$ cat src/rtl/gstmcu_pkg.sv
// gstmcu_pkg: shared GSTMCU video constants and the vidfetch FSM state type
package gstmcu_pkg;
  localparam int VID_AW = 21;
  typedef enum logic [1:0] {
    VF_IDLE   = 2'd0,
    VF_REQ    = 2'd1,
    VF_SETTLE = 2'd2,
    VF_DRAIN  = 2'd3
  } vf_state_t;
endpackage

$ cat src/rtl/vidfetch_fifo.sv
// vidfetch_fifo: 16-bit word FIFO (flush_i clears all, wr_i/wdata_i push, pop_i pops, dout_o/dvalid_o/level_o/underrun_o status)
module vidfetch_fifo #(
  parameter int DEPTH = 4,
  parameter int LW    = 3
) (
  input  logic          clk32,
  input  logic          porb,
  input  logic          flush_i,
  input  logic          wr_i,
  input  logic [15:0]   wdata_i,
  input  logic          pop_i,
  output logic [15:0]   dout_o,
  output logic          dvalid_o,
  output logic [LW-1:0] level_o,
  output logic          underrun_o
);
  localparam int PW = $clog2(DEPTH);
  logic [15:0]   mem [DEPTH];
  logic [PW-1:0] wp_q, rp_q;
  logic [LW-1:0] level_q, level_d;
  logic          dvalid_q, underrun_q, do_wr, do_rd;
  assign do_wr   = wr_i && !flush_i;
  assign do_rd   = pop_i && !flush_i && level_q != '0;
  assign level_d = flush_i ? '0 : level_q + LW'(do_wr) - LW'(do_rd);
  always_ff @(posedge clk32 or negedge porb)
    if (!porb) begin
      wp_q       <= '0;
      rp_q       <= '0;
      level_q    <= '0;
      dvalid_q   <= 1'b0;
      underrun_q <= 1'b0;
    end else begin
      wp_q       <= flush_i ? '0 : wp_q + PW'(do_wr);
      rp_q       <= flush_i ? '0 : rp_q + PW'(do_rd);
      level_q    <= level_d;
      dvalid_q   <= level_d != '0;
      underrun_q <= !flush_i && (underrun_q || (pop_i && level_q == '0));
    end
  always_ff @(posedge clk32)
    if (do_wr) mem[wp_q] <= wdata_i;
  assign dout_o     = mem[rp_q];
  assign dvalid_o   = dvalid_q;
  assign level_o    = level_q;
  assign underrun_o = underrun_q;
endmodule

$ cat src/rtl/vidfetch.sv
// vidfetch: video word fetch engine (vid in, vinc strobe out, ram_req/ram_addr/ram_ack/ram_data RAM port, load/dout/dvalid/level/underrun FIFO side)
module vidfetch
  import gstmcu_pkg::*;
#(
  parameter int DEPTH = 4,
  parameter int LW    = 3
) (
  input  logic              clk32,
  input  logic              porb,
  input  logic              de,
  input  logic              vsync,
  input  logic [VID_AW-1:0] vid,
  output logic              vinc,
  output logic              ram_req,
  output logic [VID_AW-1:0] ram_addr,
  input  logic              ram_ack,
  input  logic [15:0]       ram_data,
  input  logic              load,
  output logic [15:0]       dout,
  output logic              dvalid,
  output logic [LW-1:0]     level,
  output logic              underrun
);
  vf_state_t         state_q, state_d;
  logic              ram_req_q, ram_req_d, vinc_q, vinc_d, wr;
  logic [VID_AW-1:0] ram_addr_q, ram_addr_d;
  always_comb begin
    state_d    = state_q;
    ram_req_d  = ram_req_q;
    ram_addr_d = ram_addr_q;
    vinc_d     = 1'b0;
    wr         = 1'b0;
    unique case (state_q)
      VF_IDLE:
        if (de && level < LW'(DEPTH) && !vsync) begin
          state_d    = VF_REQ;
          ram_req_d  = 1'b1;
          ram_addr_d = vid;
        end
      VF_REQ:
        if (ram_ack) begin
          ram_req_d = 1'b0;
          wr        = !vsync;
          vinc_d    = !vsync;
          state_d   = vsync ? VF_IDLE : VF_SETTLE;
        end else if (vsync) state_d = VF_DRAIN;
      // the vinc cycle is spent here too, then one cycle for vid to update
      VF_SETTLE: state_d = vinc_q ? VF_SETTLE : VF_IDLE;
      VF_DRAIN:
        if (ram_ack) begin
          ram_req_d = 1'b0;
          state_d   = VF_IDLE;
        end
      default: state_d = VF_IDLE;
    endcase
  end
  always_ff @(posedge clk32 or negedge porb)
    if (!porb) begin
      state_q    <= VF_IDLE;
      ram_req_q  <= 1'b0;
      ram_addr_q <= '0;
      vinc_q     <= 1'b0;
    end else begin
      state_q    <= state_d;
      ram_req_q  <= ram_req_d;
      ram_addr_q <= ram_addr_d;
      vinc_q     <= vinc_d;
    end
  assign ram_req  = ram_req_q;
  assign ram_addr = ram_addr_q;
  assign vinc     = vinc_q;
  vidfetch_fifo #(.DEPTH(DEPTH), .LW(LW)) u_fifo (
    .clk32      (clk32),
    .porb       (porb),
    .flush_i    (vsync),
    .wr_i       (wr),
    .wdata_i    (ram_data),
    .pop_i      (load),
    .dout_o     (dout),
    .dvalid_o   (dvalid),
    .level_o    (level),
    .underrun_o (underrun)
  );
endmodule

$ cat config.mk
export PLATFORM = sky130hd
export DESIGN_NAME = vidfetch
export DESIGN_NICKNAME = d
export VERILOG_FILES = /design/src/rtl/gstmcu_pkg.sv /design/src/rtl/vidfetch_fifo.sv /design/src/rtl/vidfetch.sv
export SDC_FILE = /design/constraint.sdc
export NUM_CORES = 1
export LEC_CHECK = 0
export CAP_MARGIN = 20
export CORE_UTILIZATION = 40
export CTS_BUF_LIST = sky130_fd_sc_hd__clkbuf_8 sky130_fd_sc_hd__clkbuf_16
export DETAILED_ROUTE_END_ITERATION = 10
export HOLD_SLACK_MARGIN = 0.12
export PLACE_DENSITY = 0.69
export SYNTH_ARGS = -nofsm -noshare
export SYNTH_HDL_FRONTEND = slang
export SYNTH_SLANG_ARGS = --single-unit
$ cat constraint.sdc
create_clock -name clk32 -period 2.4 [get_ports clk32]
set_clock_uncertainty 0.1 [all_clocks]
set_input_delay 0.36 -clock clk32 [delete_from_list [all_inputs] [get_ports clk32]]
set_output_delay 0.36 -clock clk32 [all_outputs]
set_load 0.01 [all_outputs]
==> flow_summary.json <==
{
  "power_density_nw_per_um2": 916,
  "final_cells": 427,
  "totalPowerFinal_mw": 4.74,
  "setup_slack_ns": 0.0699,
  "clkTransAtPathRegs_ns": 0.10,
  "synth_ff_type": "edfxtp_1",
  "synth.avg_cell_area_um2": 20.6,
  "drc": 0,
  "dr.first_iter.drc_count": 30,
  "design_area_um2": 5170,
  "hold_ws_ns": 0.283,
  "syn_nets": 233,
  "p_leak_nw": 1.95,
  "drv_cap": 0,
  "ir_drop_mv": 0.544,
  "grt_max_degree": 35,
  "p_int_mw": 3.50,
  "post_dp_cell_area_um2": 4970,
  "die_area_um2": 9900,
  "route.vias.total": 2020,
  "clock_path_buffers": 2,
  "ant_nets": 0,
  "end_kind": "flop",
  "maxSlewHeadroom": 0.717,
  "fmax_ghz": 0.429,
  "finalMaxSlewViolations": 0,
  "area_growth_syn_to_layout_pct": 36.0,
  "switching_share": 0.262,
  "finalHoldViolCount": 0,
  "grt_setup_unrepaired": "true",
  "io_pins": 87,
  "synth_common_cells": "edfxtp_1 (64), dfrtp_1 (34), mux2_4 (18)",
  "synthArstFlopShare": 0.347,
  "p_sw_mw": 1.24,
  "p_clk_frac": 0.229,
  "yosysWarnings": 0,
  "cp.arrival_ns": 2.48,
  "antenna_cells": 0,
  "grt_pass1_vias": 2171,
  "gr-total-overflow": 0,
  "dr.pass1.iters": 4,
  "pwr-share-seq": 0.464,
  "ctsHoldBuffers": 0,
  "yosysTopAreaCell": "edfxtp_1",
  "dp_slack_ns": -0.456,
  "synth_area_leaders": "edfxtp_1 (51%), dfrtp_1 (22%), mux4_2 (9.5%)",
  "grt_pass1_wl_mm": 11.0,
  "drive_above_1_share": 0.258,
  "dp.cells": 410,
  "yosysMostFrequentCell": "edfxtp_1",
  "synthDominantCellAreaShare": 0.505,
  "syn_area_um2": 3800,
  "start_util": 0.412,
  "seq_area_frac_synth": 0.729,
  "cts_tree": "built",
  "syn_inst": 185,
  "fin_crit_sh": 0.971,
  "antenna_found_initial": 0,
  "fin_nets": 341,
  "final_util": 0.560,
  "h-tree-depth": 3,
  "cp_data_required_time_ns": 2.55,
  "io_buffers": 86,
  "hold_path_class": "in -> async",
  "clock_sinks": 98,
  "pwr-share-comb": 0.307,
  "dp_hpwl_mm": 4.42,
  "fillCellCount": 772,
  "synth-edff-count": 64,
  "grt_use_total": 0.150,
  "fp.dieW_um": 99.5,
  "worstSetupPathType": "reg -> reg",
  "cts-root-buf": "clkbuf_8",
  "numCtsBuffers": 9,
  "wl_mm": 6.68,
  "worstMarginPinSlew_ns": 0.425,
  "synth_seq_cells": 98,
  "clock_latency_ns": 0.36,
  "ys_types": 29,
  "fin_crit_ns": 2.33,
  "die_y_um": 99.5,
  "crit_path_start_kind": "flop",
  "crit_fanout": 2,
  "rows": 35,
  "finalSetupViolCount": 0,
  "place_congestion": 0.776,
  "status": "completed",
  "coreArea_um2": 9240,
  "setup-tns-final_ns": 0,
  "viasPerCell": 4.73,
  "wl_per_cell_um": 15.6
}
## routing by layer
metal | track usage | routed length [µm] | vias to the layer above
met1 | 0.174 | 2810 | 1014
met3 | 0.0583 | 526 | 9
met2 | 0.249 | 3250 | 77
met4 | 0.0611 | 95 | 0
li1 | - | - | 920
met5 | 0 | 0 | -
## cells by family after synthesis
logic type                 after synthesis  synth area share
and+or+nand+nor                         23            0.0313
adders and majority gates                5            0.0184
buffers and inverters                   14            0.0260
DFF                                     98             0.729
xor gates and xnor gates                 3            0.0105
muxes                                   38             0.178
AOI/OAI and AO/OA                        4           0.00691
## cell type report
cell class	instances	area, µm²	share of cell area
clock buffers	9	124	0.0240
clock inverters	7	78.8	0.0152
inverters	6	22.5	0.00436
multi-input cells	73	953	0.184
flip-flops and latches	98	2770	0.536
well taps	129	161	0.0312
repair buffers	105	1060	0.205
## flip-flops by register name, indices dropped and copies added, names as in the netlist
signal	flops
u_fifo.dvalid_o	1
u_fifo.rp_q	2
ram_req	1
u_fifo.wp_q	2
u_fifo.mem	64
u_fifo.level_o	3
u_fifo.underrun_o	1
vinc	1
ram_addr	21
state_q	2
## worst max-delay path, cell delays in order, from the launching register on
cell	delay, ns
dfrtp_1	0.40
nor3_2	0.23
nor3b_2	0.08
ha_1	0.27
inv_1	0.06
ha_1	0.13
inv_1	0.05
fa_2	0.52
nor2_1	0.05
or3_1	0.34
## power groups by stage
stage / sequential, mW / combinational [mW] / clock [mW]
after global placement: 2.22 / 1.45 / 0
final: 2.20 / 1.45 / 1.09
after global routing: 2.23 / 1.56 / 1.20
after detailed placement: 2.22 / 1.47 / 0
after CTS: 2.20 / 1.48 / 1.12
after floorplan: 2.32 / 0.613 / 0
## timing repair
action	CTS	global route
resized for setup	19	0
gates cloned	0	0
buffers inserted	1	0
pin swaps	1	0
endpoints found under the setup margin	17	1
## path summary, 6_finish.rpt
kind | startpoint | end | slack [ns] | cells past startpoint
worst max-delay path | u_fifo.level_o[1] | u_fifo.dvalid_o | 0.07 | 9
worst min-delay path | porb | ram_addr[2] | 0.28 | 2
worst max register to register | u_fifo.level_o[1] | u_fifo.dvalid_o | 0.07 | 9
worst min register to register | ram_req | ram_req | 0.41 | 1
max in group asynchronous | porb | u_fifo.rp_q[0] | 1.60 | 2
min in group clk32 | ram_req | ram_req | 0.41 | 1
## placed cells by master (no fill, tap or decap), types with 2 or more instances in the layout
master	count
clkinvlp_4	3
nand2_1	2
mux2_4	18
dlygate4sd2_1	16
ha_1	4
nor3_2	2
clkdlybuf4s50_1	70
xnor2_1	2
mux2_2	4
inv_8	2
mux4_2	16
dfrtp_1	34
and3_1	2
buf_12	6
edfxtp_1	64
buf_4	13
inv_1	7
nor3b_2	2
nor2b_1	3
nor2_1	8
clkbuf_8	9
No activity file was read; power rests on OpenSTA's default activity.
